--- src/rtl/pc_select_pkg.sv ---
// Shared types and constants for the fetch-stage next-PC controller.
package pc_select_pkg;

  typedef enum logic [2:0] {
    PCSRC_SEQ = 3'b000,
    PCSRC_BR  = 3'b001,
    PCSRC_J   = 3'b010,
    PCSRC_JR  = 3'b011,
    PCSRC_EXC = 3'b100
  } pcsrc_e;

  localparam logic [31:0] DEFAULT_EXC_VECTOR = 32'h0000_0080;

endpackage

--- src/rtl/pc_redirect_arb.sv ---
// Combinational priority arbiter over redirect requests: exc > jr > j > taken branch.
module pc_redirect_arb
  import pc_select_pkg::*;
#(
  parameter int unsigned WIDTH      = 32,
  parameter logic [31:0] EXC_VECTOR = DEFAULT_EXC_VECTOR
) (
  input  logic             branch_i,
  input  logic             branch_taken_i,
  input  logic [WIDTH-1:0] branch_target_i,
  input  logic             j_i,
  input  logic [WIDTH-1:0] j_target_i,
  input  logic             jr_i,
  input  logic [WIDTH-1:0] jr_target_i,
  input  logic             exc_i,
  output logic             valid_o,
  output pcsrc_e           src_o,
  output logic [WIDTH-1:0] target_o,
  output logic             misalign_o
);

  logic [WIDTH-1:0] raw;

  always_comb begin
    valid_o = 1'b1;
    src_o   = PCSRC_SEQ;
    raw     = '0;
    if (exc_i) begin
      src_o = PCSRC_EXC;
      raw   = EXC_VECTOR[WIDTH-1:0];
    end else if (jr_i) begin
      src_o = PCSRC_JR;
      raw   = jr_target_i;
    end else if (j_i) begin
      src_o = PCSRC_J;
      raw   = j_target_i;
    end else if (branch_i && branch_taken_i) begin
      src_o = PCSRC_BR;
      raw   = branch_target_i;
    end else begin
      valid_o = 1'b0;
    end
  end

  // Targets are word aligned; the flag reports dropped low bits to the caller.
  assign target_o   = {raw[WIDTH-1:2], 2'b00};
  assign misalign_o = valid_o && (src_o != PCSRC_EXC) && (raw[1:0] != 2'b00);

endmodule

--- src/rtl/pc_select_ctrl.sv ---
// Fetch-stage next-PC controller: registered PC, stall-time redirect queue, timed flush.
module pc_select_ctrl
  import pc_select_pkg::*;
#(
  parameter int unsigned WIDTH       = 32,
  parameter logic [31:0] RESET_PC    = 32'h0000_0000,
  parameter logic [31:0] EXC_VECTOR  = DEFAULT_EXC_VECTOR,
  parameter int unsigned FLUSH_DEPTH = 2
) (
  input  logic             clk,
  input  logic             rst_n,
  input  logic             stall_i,
  input  logic             branch_i,
  input  logic             branch_taken_i,
  input  logic [WIDTH-1:0] branch_target_i,
  input  logic             j_i,
  input  logic [WIDTH-1:0] j_target_i,
  input  logic             jr_i,
  input  logic [WIDTH-1:0] jr_target_i,
  input  logic             exc_i,
  output logic [WIDTH-1:0] pc_o,
  output logic [2:0]       pcsrc_o,
  output logic             flush_o,
  output logic             pending_o,
  output logic             align_err_o
);

  logic             arb_valid;
  pcsrc_e           arb_src;
  logic [WIDTH-1:0] arb_target;
  logic             arb_misalign;

  pc_redirect_arb #(
    .WIDTH      (WIDTH),
    .EXC_VECTOR (EXC_VECTOR)
  ) u_arb (
    .branch_i        (branch_i),
    .branch_taken_i  (branch_taken_i),
    .branch_target_i (branch_target_i),
    .j_i             (j_i),
    .j_target_i      (j_target_i),
    .jr_i            (jr_i),
    .jr_target_i     (jr_target_i),
    .exc_i           (exc_i),
    .valid_o         (arb_valid),
    .src_o           (arb_src),
    .target_o        (arb_target),
    .misalign_o      (arb_misalign)
  );

  logic [WIDTH-1:0] pc_q, pc_d;
  pcsrc_e           src_q, src_d;
  logic [2:0]       cnt_q, cnt_d;
  logic             align_q, align_d;
  logic             pend_q, pend_d;
  pcsrc_e           pend_src_q, pend_src_d;
  logic [WIDTH-1:0] pend_tgt_q, pend_tgt_d;
  logic             pend_mis_q, pend_mis_d;

  always_comb begin
    pc_d       = pc_q;
    src_d      = src_q;
    cnt_d      = cnt_q;
    align_d    = 1'b0;
    pend_d     = pend_q;
    pend_src_d = pend_src_q;
    pend_tgt_d = pend_tgt_q;
    pend_mis_d = pend_mis_q;
    if (!stall_i) begin
      pend_d = 1'b0;
      // Exceptions bypass the queue; otherwise a queued redirect beats new requests.
      if (pend_q && !exc_i) begin
        pc_d    = pend_tgt_q;
        src_d   = pend_src_q;
        align_d = pend_mis_q;
      end else if (arb_valid) begin
        pc_d    = arb_target;
        src_d   = arb_src;
        align_d = arb_misalign;
      end else begin
        pc_d  = pc_q + WIDTH'(4);
        src_d = PCSRC_SEQ;
      end
      if (src_d != PCSRC_SEQ) begin
        cnt_d = 3'(FLUSH_DEPTH);
      end else if (cnt_q != 3'd0) begin
        cnt_d = cnt_q - 3'd1;
      end
    end else if (arb_valid && (!pend_q || exc_i)) begin
      pend_d     = 1'b1;
      pend_src_d = arb_src;
      pend_tgt_d = arb_target;
      pend_mis_d = arb_misalign;
    end
  end

  always_ff @(posedge clk or negedge rst_n) begin
    if (!rst_n) begin
      pc_q       <= RESET_PC[WIDTH-1:0];
      src_q      <= PCSRC_SEQ;
      cnt_q      <= 3'd0;
      align_q    <= 1'b0;
      pend_q     <= 1'b0;
      pend_src_q <= PCSRC_SEQ;
      pend_tgt_q <= '0;
      pend_mis_q <= 1'b0;
    end else begin
      pc_q       <= pc_d;
      src_q      <= src_d;
      cnt_q      <= cnt_d;
      align_q    <= align_d;
      pend_q     <= pend_d;
      pend_src_q <= pend_src_d;
      pend_tgt_q <= pend_tgt_d;
      pend_mis_q <= pend_mis_d;
    end
  end

  assign pc_o        = pc_q;
  assign pcsrc_o     = src_q;
  assign flush_o     = (cnt_q != 3'd0);
  assign pending_o   = pend_q;
  assign align_err_o = align_q;

endmodule

--- config.mk ---
export PLATFORM = sky130hd
export DESIGN_NAME = pc_select_ctrl
export DESIGN_NICKNAME = d
export VERILOG_FILES = /design/src/rtl/pc_select_pkg.sv /design/src/rtl/pc_redirect_arb.sv /design/src/rtl/pc_select_ctrl.sv
export SDC_FILE = /design/constraint.sdc
export NUM_CORES = 1
export LEC_CHECK = 0
export ABC_AREA = 1
export CORE_MARGIN = 2
export CORE_UTILIZATION = 45
export CTS_BUF_LIST = sky130_fd_sc_hd__clkbuf_16
export DETAILED_ROUTE_END_ITERATION = 16
export PLACE_DENSITY = 0.84
export SETUP_SLACK_MARGIN = 0.05
export SYNTH_ARGS = -nofsm -noshare
export SYNTH_HDL_FRONTEND = slang
export SYNTH_SLANG_ARGS = --single-unit
--- constraint.sdc ---
create_clock -name clk -period 2.1 [get_ports clk]
set_clock_uncertainty 0.15 [all_clocks]
set_input_delay 0.315 -clock clk [delete_from_list [all_inputs] [get_ports clk]]
set_output_delay 0.315 -clock clk [all_outputs]
set_load 0.005 [all_outputs]
==> results.json, run 1 <==
{
  "routed_wl_um": 16300,
  "die_y_um": 108,
  "setup_violations": 0,
  "slowest_stage": "dfrtp_1",
  "rsz0062_at_grt": "false",
  "vias_per_cell": 5.32,
  "syn_to_final_growth_pct": 44.0,
  "start_util_pct": 45.6,
  "hold_path.class": "flip-flop to flip-flop",
  "drt_pre_antenna_iters": 8,
  "clk_path_buf_depth": 2,
  "worstSkewPairLatency_ps": 340,
  "grt_pass1_vias": 5404,
  "drv_cap": 0,
  "grt_max_degree": 73,
  "seqCellArea_um2": 1800,
  "cp_max_fo": 3,
  "track_usage_pct": 28.9,
  "cts.clk_slew.worst_paths_ps": 60,
  "yosys_register_bits": 72,
  "post-route-period-util_pct": 90.6,
  "cp.arrival_ps": 1440,
  "n_antenna_cell": 0,
  "tns_ps": 0,
  "async_reset_ff_share_pct": 100,
  "synth_cell_types": 32,
  "multi_input_area_um2": 2740,
  "grt_overflow": 0,
  "path_class": "flip-flop to output pin",
  "drive_above_1_share_pct": 7.78,
  "synthesis.area_um2": 4900,
  "synth_cells": 782,
  "power_density_nw_per_um2": 660,
  "yosys_warnings": 0,
  "coreArea_um2": 10700,
  "cts_tree": "done",
  "wl_per_cell_um": 15.2,
  "numCtsBuffers": 9,
  "dpl_worst_slack_ps": -153,
  "clock.fmax_mhz": 526,
  "gp_congestion": 0.903,
  "slew_viol_final": 0,
  "via_count": 5738,
  "cp-end-kind": "output pin",
  "tightestPinTransition_ps": 515,
  "die_area_um2": 11700,
  "ios": 142,
  "fin_crit_ps": 1900,
  "worstPathRequired_ps": 1630,
  "yosysSeqAreaShare_pct": 36.8,
  "max-vdd-ir-drop_uv": 494,
  "status": "completed",
  "cts.sinks": 72,
  "finalHoldViolCount": 0,
  "cts_setup_buffers": 0,
  "slew_headroom_pct": 65.3,
  "path_buf_inv": 3,
  "die_w_um": 108,
  "setup_slack_ps": 198,
  "nets": 1040,
  "worstPathCellList": "inv_1 -> ha_1 -> ha_2 -> inv_2 -> dlygate4sd2_1",
  "drc": 0,
  "io_buffers": 139,
  "final_util_pct": 65.6,
  "critPathTopFamily": "adder cells",
  "p_leak_nw": 3.35,
  "rows": 38,
  "syn_avg_cell_area_um2": 6.26,
  "antenna_left": 0,
  "root_buffer": "clkbuf_16",
  "dp_hpwl_um": 11800,
  "start_kind": "flip-flop",
  "htree_levels": 3,
  "drt_iter0_drc": 446,
  "ys.flop_type": "dfrtp_1",
  "fillCellCount": 920,
  "antenna_found_initial": 0,
  "synth_edf_count": 0,
  "max_stage_delay_ps": 370,
  "grt_pass1_wl_um": 26400
}
## worst register-to-register path, stage by stage, from the launching register on
cell	delay, ps
dfrtp_1	390
inv_1	70
nor2_1	170
nand2_1	170
nor2_1	370
xor2_1	300
a21oi_1	100
nor2_1	90
## cell type report
cell class / count / area share, %
Clock buffer: 9 / 3.19
Clock inverter: 7 / 1.58
Inverter: 52 / 2.77
Multi-Input combinational cell: 619 / 38.9
Tap cell: 140 / 2.48
Sequential cell: 72 / 25.6
Timing Repair Buffer: 179 / 25.5
## through the flow
stage          std cells  hold WS [ps]  power, mW  area, um^2
2_1_floorplan        783          -131       2.24        4900
3_3_place_gp        1061           224       2.86        6690
3_5_place_dp        1061           226       2.88        6690
4_1_cts             1078           327       4.63        7030
5_1_grt             1078           341       4.86        7050
6_report            1078           328       4.65        7050
## layout by cell type, fill, tap and decap left out, drive strengths merged, types with 5 or more instances in the layout
cell,Yosys,routed
dfrtp,72,72
a21oi,56,56
o21ai,33,33
xor2,9,9
o211ai,5,5
clkdlybuf4s50,0,137
nand3,78,78
clkbuf,22,9
buf,18,40
nand2,290,290
nor2,120,120
inv,52,53
## cells in the mapped netlist (all sizes together) (2+ instances only)
library cell / count / area share, %
ha: 3 / 0.77
clkbuf: 22 / 1.7
and2: 3 / 0.38
nor2: 120 / 9.4
xor2: 9 / 1.6
nand4: 3 / 0.38
nor3: 2 / 0.43
buf: 18 / 2.0
a21oi: 56 / 5.7
inv: 52 / 4.0
nand3: 78 / 8.0
xnor2: 3 / 0.54
o211ai: 5 / 0.77
o21ai: 33 / 3.4
or2: 3 / 0.38
o21a: 2 / 0.31
a31oi: 3 / 0.38
dfrtp: 72 / 37
nand2: 290 / 22
## metal layers
| metal | share of wire, % | global-route usage, % |
|---|---|---|
| met5 | 0 | 0 |
| met4 | 2.1 | 10.1 |
| met3 | 9.7 | 5.00 |
| met2 | 45 | 45.5 |
| met1 | 43 | 40.3 |
## worst paths after layout
| check | start | end | slack [ps] | cells after the start |
|---|---|---|---|---|
| worst min-delay path | pend_tgt_q[17] | pend_tgt_q[17] | 330 | 2 |
| min in group asynchronous | rst_n | pend_tgt_q[9] | 390 | 3 |
| worst max register to register | pc_o[2] | pc_o[17] | 210 | 7 |
| worst max-delay path | cnt_q[0] | flush_o | 200 | 5 |
| max in group asynchronous | rst_n | pcsrc_o[0] | 1090 | 3 |
| worst min register to register | pend_tgt_q[17] | pend_tgt_q[17] | 330 | 2 |
## cells by family after synthesis
group,Yosys count,share of synthesized area [%]
other,1,0.0766
XOR/XNOR,12,2.15
buffers and inverters,92,7.74
adder cells (fa/ha/maj),3,0.767
flip-flops,72,36.8
AO/OA/AOI/OAI,102,11.0
AND/OR/NAND/NOR,500,41.4
## repair_timing
item                                    4_1_cts  5_1_grt
hold endpoints to repair                     72        0
hold buffers                                  1        0
resized for setup                             3        6
endpoints found under the setup margin        1        9
cloned                                        0        0
## sequential cells by signal, indices dropped and copies added, names as in the netlist
register / cells
align_err_o: 1
cnt_q: 3
pc_o: 30
pcsrc_o: 3
pend_mis_q: 1
pend_src_q: 3
pend_tgt_q: 30
pending_o: 1
## where the power goes
| part | switching, mW | internal (mW) |
|---|---|---|
| clock | 0.605 | 1.15 |
| sequential | 0.184 | 1.56 |
| combinational | 0.562 | 0.593 |
| total | 1.35 | 3.30 |
(Power assumes the default switching activity.)
==> run 2: changes to the inputs <==
CORE_UTILIZATION = 40   (was 45)
PLACE_DENSITY = 0.77   (was 0.84)
==> run 2 against run 1 <==
Sequential share of layout area increased by 0.42 points. Sequential cell count did not move. First-iteration DRC count fell by 7.8%. Die area is 12% higher. Hold slack got worse by 2.2 ps. Total power down 9.2%. Sequential power about the same. Cell area fell by 1.6%. Clock power fell by 23%. Worst setup slack worse by 3.0 ps.
==> results.json, run 2 (synthesis gave the netlist of run 1 again) <==
{
  "rows": 40,
  "cp.arrival_ps": 1440,
  "start_kind": "flip-flop",
  "cp-end-kind": "output pin",
  "worstSkewPairLatency_ps": 330,
  "rsz0062_at_grt": "false",
  "final_util_pct": 58.0,
  "dp_hpwl_um": 12100,
  "p_leak_nw": 3.30,
  "drv_cap": 0,
  "p_seq_share_pct": 41.0,
  "drive_above_1_share_pct": 7.57,
  "wl_per_cell_um": 14.6,
  "power_density_nw_per_um2": 609,
  "numCtsBuffers": 9,
  "grt_pass1_wl_um": 25500,
  "cellInternalPower_mw": 2.92,
  "antenna_found_initial": 0,
  "track_usage_pct": 24.6,
  "coreArea_um2": 12000,
  "setup_violations": 0,
  "tightestPinTransition_ps": 607,
  "path_buf_inv": 3,
  "clk_path_buf_depth": 2,
  "grt_max_degree": 31,
  "cts_tree": "done",
  "htree_levels": 3,
  "p_sw_mw": 1.30,
  "start_util_pct": 40.9,
  "root_buffer": "clkbuf_16",
  "tns_ps": 0,
  "layout_common_cells": "289 x nand2_1, 137 x clkdlybuf4s50_1, 114 x nor2_1",
  "cts.sinks": 72,
  "via_count": 5566,
  "drt_iter0_drc": 411,
  "slew_viol_final": 0,
  "nets": 1041,
  "vias_per_cell": 5.13,
  "routed_wl_um": 15800,
  "die_area_um2": 13100,
  "io_buffers": 139,
  "max_stage_delay_ps": 380,
  "status": "completed",
  "n_antenna_cell": 0,
  "post-route-period-util_pct": 90.7,
  "cp_max_fo": 2,
  "clock.fmax_mhz": 525,
  "switching_share_pct": 30.9,
  "syn_to_final_growth_pct": 41.7,
  "critPathTopFamily": "flip-flops",
  "drt_pre_antenna_iters": 6,
  "slew_headroom_pct": 59.0,
  "final_common_cell": "nand2_1",
  "ios": 142,
  "hold_path.class": "flip-flop to flip-flop",
  "die_w_um": 115,
  "clkPwrFrac_pct": 31.9,
  "grt_pass1_vias": 5242,
  "slowest_stage": "dfrtp_1",
  "finalHoldViolCount": 0,
  "cts.clk_slew.worst_paths_ps": 50,
  "power_mw": 4.22,
  "grt_overflow": 0,
  "antenna_left": 0,
  "fin_crit_ps": 1910,
  "die_y_um": 115,
  "comb_power_share_pct": 27.2,
  "path_class": "flip-flop to output pin",
  "gp_congestion": 0.891,
  "worstPathCellList": "inv_1 -> ha_1 -> ha_2 -> inv_2 -> dlygate4sd2_1",
  "max-vdd-ir-drop_uv": 315,
  "worstPathRequired_ps": 1630,
  "drc": 0
}
run 2: path summary, 6_finish.rpt:
path,start,to,slack (ps),cells past startpoint
min in group asynchronous,rst_n,pend_tgt_q[5],350,2
hold / removal,pend_tgt_q[31],pend_tgt_q[31],330,2
max in group asynchronous,rst_n,cnt_q[0],900,3
hold reg to reg,pend_tgt_q[31],pend_tgt_q[31],330,2
setup / recovery,cnt_q[1],flush_o,190,5
setup reg to reg,pc_o[3],pc_o[25],210,11
run 2: final cells by class:
| type | count | area [um^2] |
|---|---|---|
| fillers | 1054 | 5020 |
| multi-input cells | 619 | 2760 |
| flip-flops and latches | 72 | 1800 |
| repair buffers | 180 | 1750 |
| clock buffers | 9 | 225 |
| inverters | 52 | 195 |
| well taps | 147 | 184 |
| clock inverters | 6 | 28.8 |
run 2: power by group through the flow:
stage               Clock [mW]  Sequential, mW  Combinational (mW)
floorplan                    0            1.71               0.531
global placement             0            1.75                1.09
detailed placement           0            1.75                1.12
CTS                       1.35            1.72                1.13
global route              1.41            1.75                1.28
finish                    1.35            1.73                1.15
run 2: per-layer routing:
layer,up-vias,global-route usage [%],part of all wire [%]
met1,2491,34.3,46
li1,2787,-,-
met2,269,38.7,45
met3,19,5.13,8.0
met4,0,6.99,1.4
met5,-,0,0
run 2: what timing repair did:
action / in CTS / in global routing
endpoints found under the hold margin: 17 / 0
gates resized for setup: 3 / 9
hold buffers: 1 / 0
buffers inserted: 1 / 3
setup endpoints to repair: 1 / 13
run 2: tightest hold or removal path, cell delays in order (launching register included):
cell	delay, ps
dfrtp_1	330
nand2_1	50
nand2_1	60
run 2: metrics by stage:
| stage | worst slack [ps] | area (um^2) | hold slack, ps | instances |
|---|---|---|---|---|
| 2_1_floorplan | 369 | 4900 | -131 | 783 |
| 3_3_place_gp | -84.8 | 6610 | 173 | 1065 |
| 3_5_place_dp | -60.0 | 6610 | 169 | 1065 |
| 4_1_cts | 64.0 | 6880 | 327 | 1082 |
| 5_1_grt | 52.0 | 6940 | 348 | 1085 |
| 6_report | 195 | 6940 | 326 | 1085 |
==> run 3: changes to the inputs <==
GPL_TIMING_DRIVEN = 0   (was default)
==> run 3 against run 2 <==
Register-to-register slack barely moved. Largest cell class unchanged. Via count rose by 0.23%. Worst setup slack got worse by 27 ps. Wire length rose by 1.6%. Critical endpoint is now cnt_q[0]. Cell area fell by 1.7%. Hold slack got worse by 170 ps.
==> results.json, run 3 (synthesis gave the netlist of run 1 again) <==
{
  "status": "completed",
  "final_common_cell": "nand2_1",
  "grt_pass1_wl_um": 25500,
  "via_count": 5579,
  "dp_hpwl_um": 12300,
  "clock.fmax_mhz": 517,
  "die_area_um2": 13100,
  "slew_headroom_pct": 59.0,
  "fillCellCount": 1170,
  "cp_max_fo": 5,
  "cp-end-kind": "flip-flop",
  "cts.sinks": 72,
  "nets": 1046,
  "n_antenna_cell": 0,
  "hold_path.class": "input pin to async pin",
  "drt_iter0_drc": 548,
  "io_buffers": 137,
  "ios": 142,
  "numCtsBuffers": 9,
  "clk_path_buf_depth": 2,
  "coreArea_um2": 12000,
  "grt_max_degree": 72,
  "rrSetupSlack_ps": 210,
  "routed_wl_um": 16100,
  "antenna_found_initial": 0,
  "clkPwrFrac_pct": 31.7,
  "path_class": "input pin to flip-flop",
  "worstSkewPairLatency_ps": 340,
  "htree_levels": 3,
  "vias_per_cell": 5.13,
  "worstPathRequired_ps": 2200,
  "dp.cells": 1068,
  "wl_per_cell_um": 14.8,
  "die_w_um": 115,
  "setup_violations": 0,
  "root_buffer": "clkbuf_16",
  "cellInternalPower_mw": 2.88,
  "fin_crit_ps": 1930,
  "fin_cells": 1087,
  "start_kind": "input pin",
  "post-route-period-util_pct": 92.0,
  "drive_above_1_share_pct": 6.60,
  "p_sw_mw": 1.29,
  "grt_overflow": 0,
  "cts_tree": "done",
  "rsz0062_at_grt": "false",
  "multi_input_area_um2": 2760,
  "layout_common_cells": "288 x nand2_1, 133 x clkdlybuf4s50_1, 110 x nor2_1",
  "switching_share_pct": 30.9,
  "drt_pre_antenna_iters": 6,
  "rows": 40,
  "drc": 0,
  "seqCellArea_um2": 1800,
  "slew_viol_final": 0,
  "max-vdd-ir-drop_uv": 388,
  "grt_pass1_vias": 5109,
  "p_seq_share_pct": 41.5,
  "comb_power_share_pct": 26.8,
  "tightestPinTransition_ps": 615,
  "cp.arrival_ps": 2030,
  "gp_congestion": 0.907,
  "antenna_left": 0,
  "final_util_pct": 57.0,
  "drv_cap": 0,
  "finalHoldViolCount": 0,
  "start_util_pct": 40.9,
  "syn_to_final_growth_pct": 39.3,
  "track_usage_pct": 25.0,
  "power_density_nw_per_um2": 611,
  "cts.clk_slew.worst_paths_ps": 60,
  "die_y_um": 115,
  "p_leak_nw": 3.24
}
[run 3: final timing paths]
kind,cells after the start,from,endpoint
worst max register to register,10,pending_o,cnt_q[0]
worst max-delay path,10,branch_i,cnt_q[0]
min in group clk,3,stall_i,pcsrc_o[2]
max in group asynchronous,3,rst_n,pc_o[22]
worst min-delay path,2,rst_n,pend_tgt_q[9]
worst min register to register,2,pend_tgt_q[23],pend_tgt_q[23]
[run 3: critical path: stages]
cell,delay (ps)
clkdlybuf4s50_1,400
nand2_1,140
nor2_4,70
o21ai_0,440
nand2_1,130
nor2_2,180
nand2_1,100
nand2_1,120
nand2_1,60
o21ai_0,80
[run 3: area by class of cell]
class | instances | share of cell area [%]
Multi-Input combinational cell | 619 | 40.4
Sequential cell | 72 | 26.4
Tap cell | 147 | 2.70
Inverter | 52 | 2.86
Clock buffer | 9 | 3.30
Clock inverter | 3 | 0.202
Buffer | 40 | 2.83
Timing Repair Buffer | 145 | 21.3
[run 3: power by group through the flow]
stage	logic (mW)	clock network (mW)	registers [mW]
final	1.12	1.32	1.73
after global routing	1.24	1.38	1.75
after detailed placement	1.09	0	1.74
after global placement	1.07	0	1.74
after CTS	1.09	1.33	1.72
after floorplan	0.531	0	1.71
[run 3: layer usage]
metal  up-vias  GRT usage [%]  share of wire, %
met5         -              0                 0
met4         0           6.99               1.6
met3        23           3.76               8.6
met2       254           39.1                46
met1      2503           36.0                44
li1       2799              -                 -
[run 3: per-stage QoR]
stage / setup slack (ps) / area, um^2 / hold WS, ps / power (mW) / setup TNS (ps)
finish: 168 / 6820 / 160 / 4.16 / 0
global route: 51.4 / 6820 / 171 / 4.37 / 0
global placement: -1960 / 6460 / 305 / 2.81 / -161300
floorplan: 369 / 4900 / -131 / 2.24 / 0
detailed placement: -473 / 6480 / -32.6 / 2.83 / -21020
CTS: 52.5 / 6740 / 152 / 4.15 / 0
[run 3: repair_timing]
action / 4_1_cts / 5_1_grt
setup endpoints to repair: 42 / 66
hold buffers: 1 / 0
pin swaps: 0 / 3
setup buffers: 0 / 6
resized for setup: 8 / 19
endpoints found under the hold margin: 72 / 0
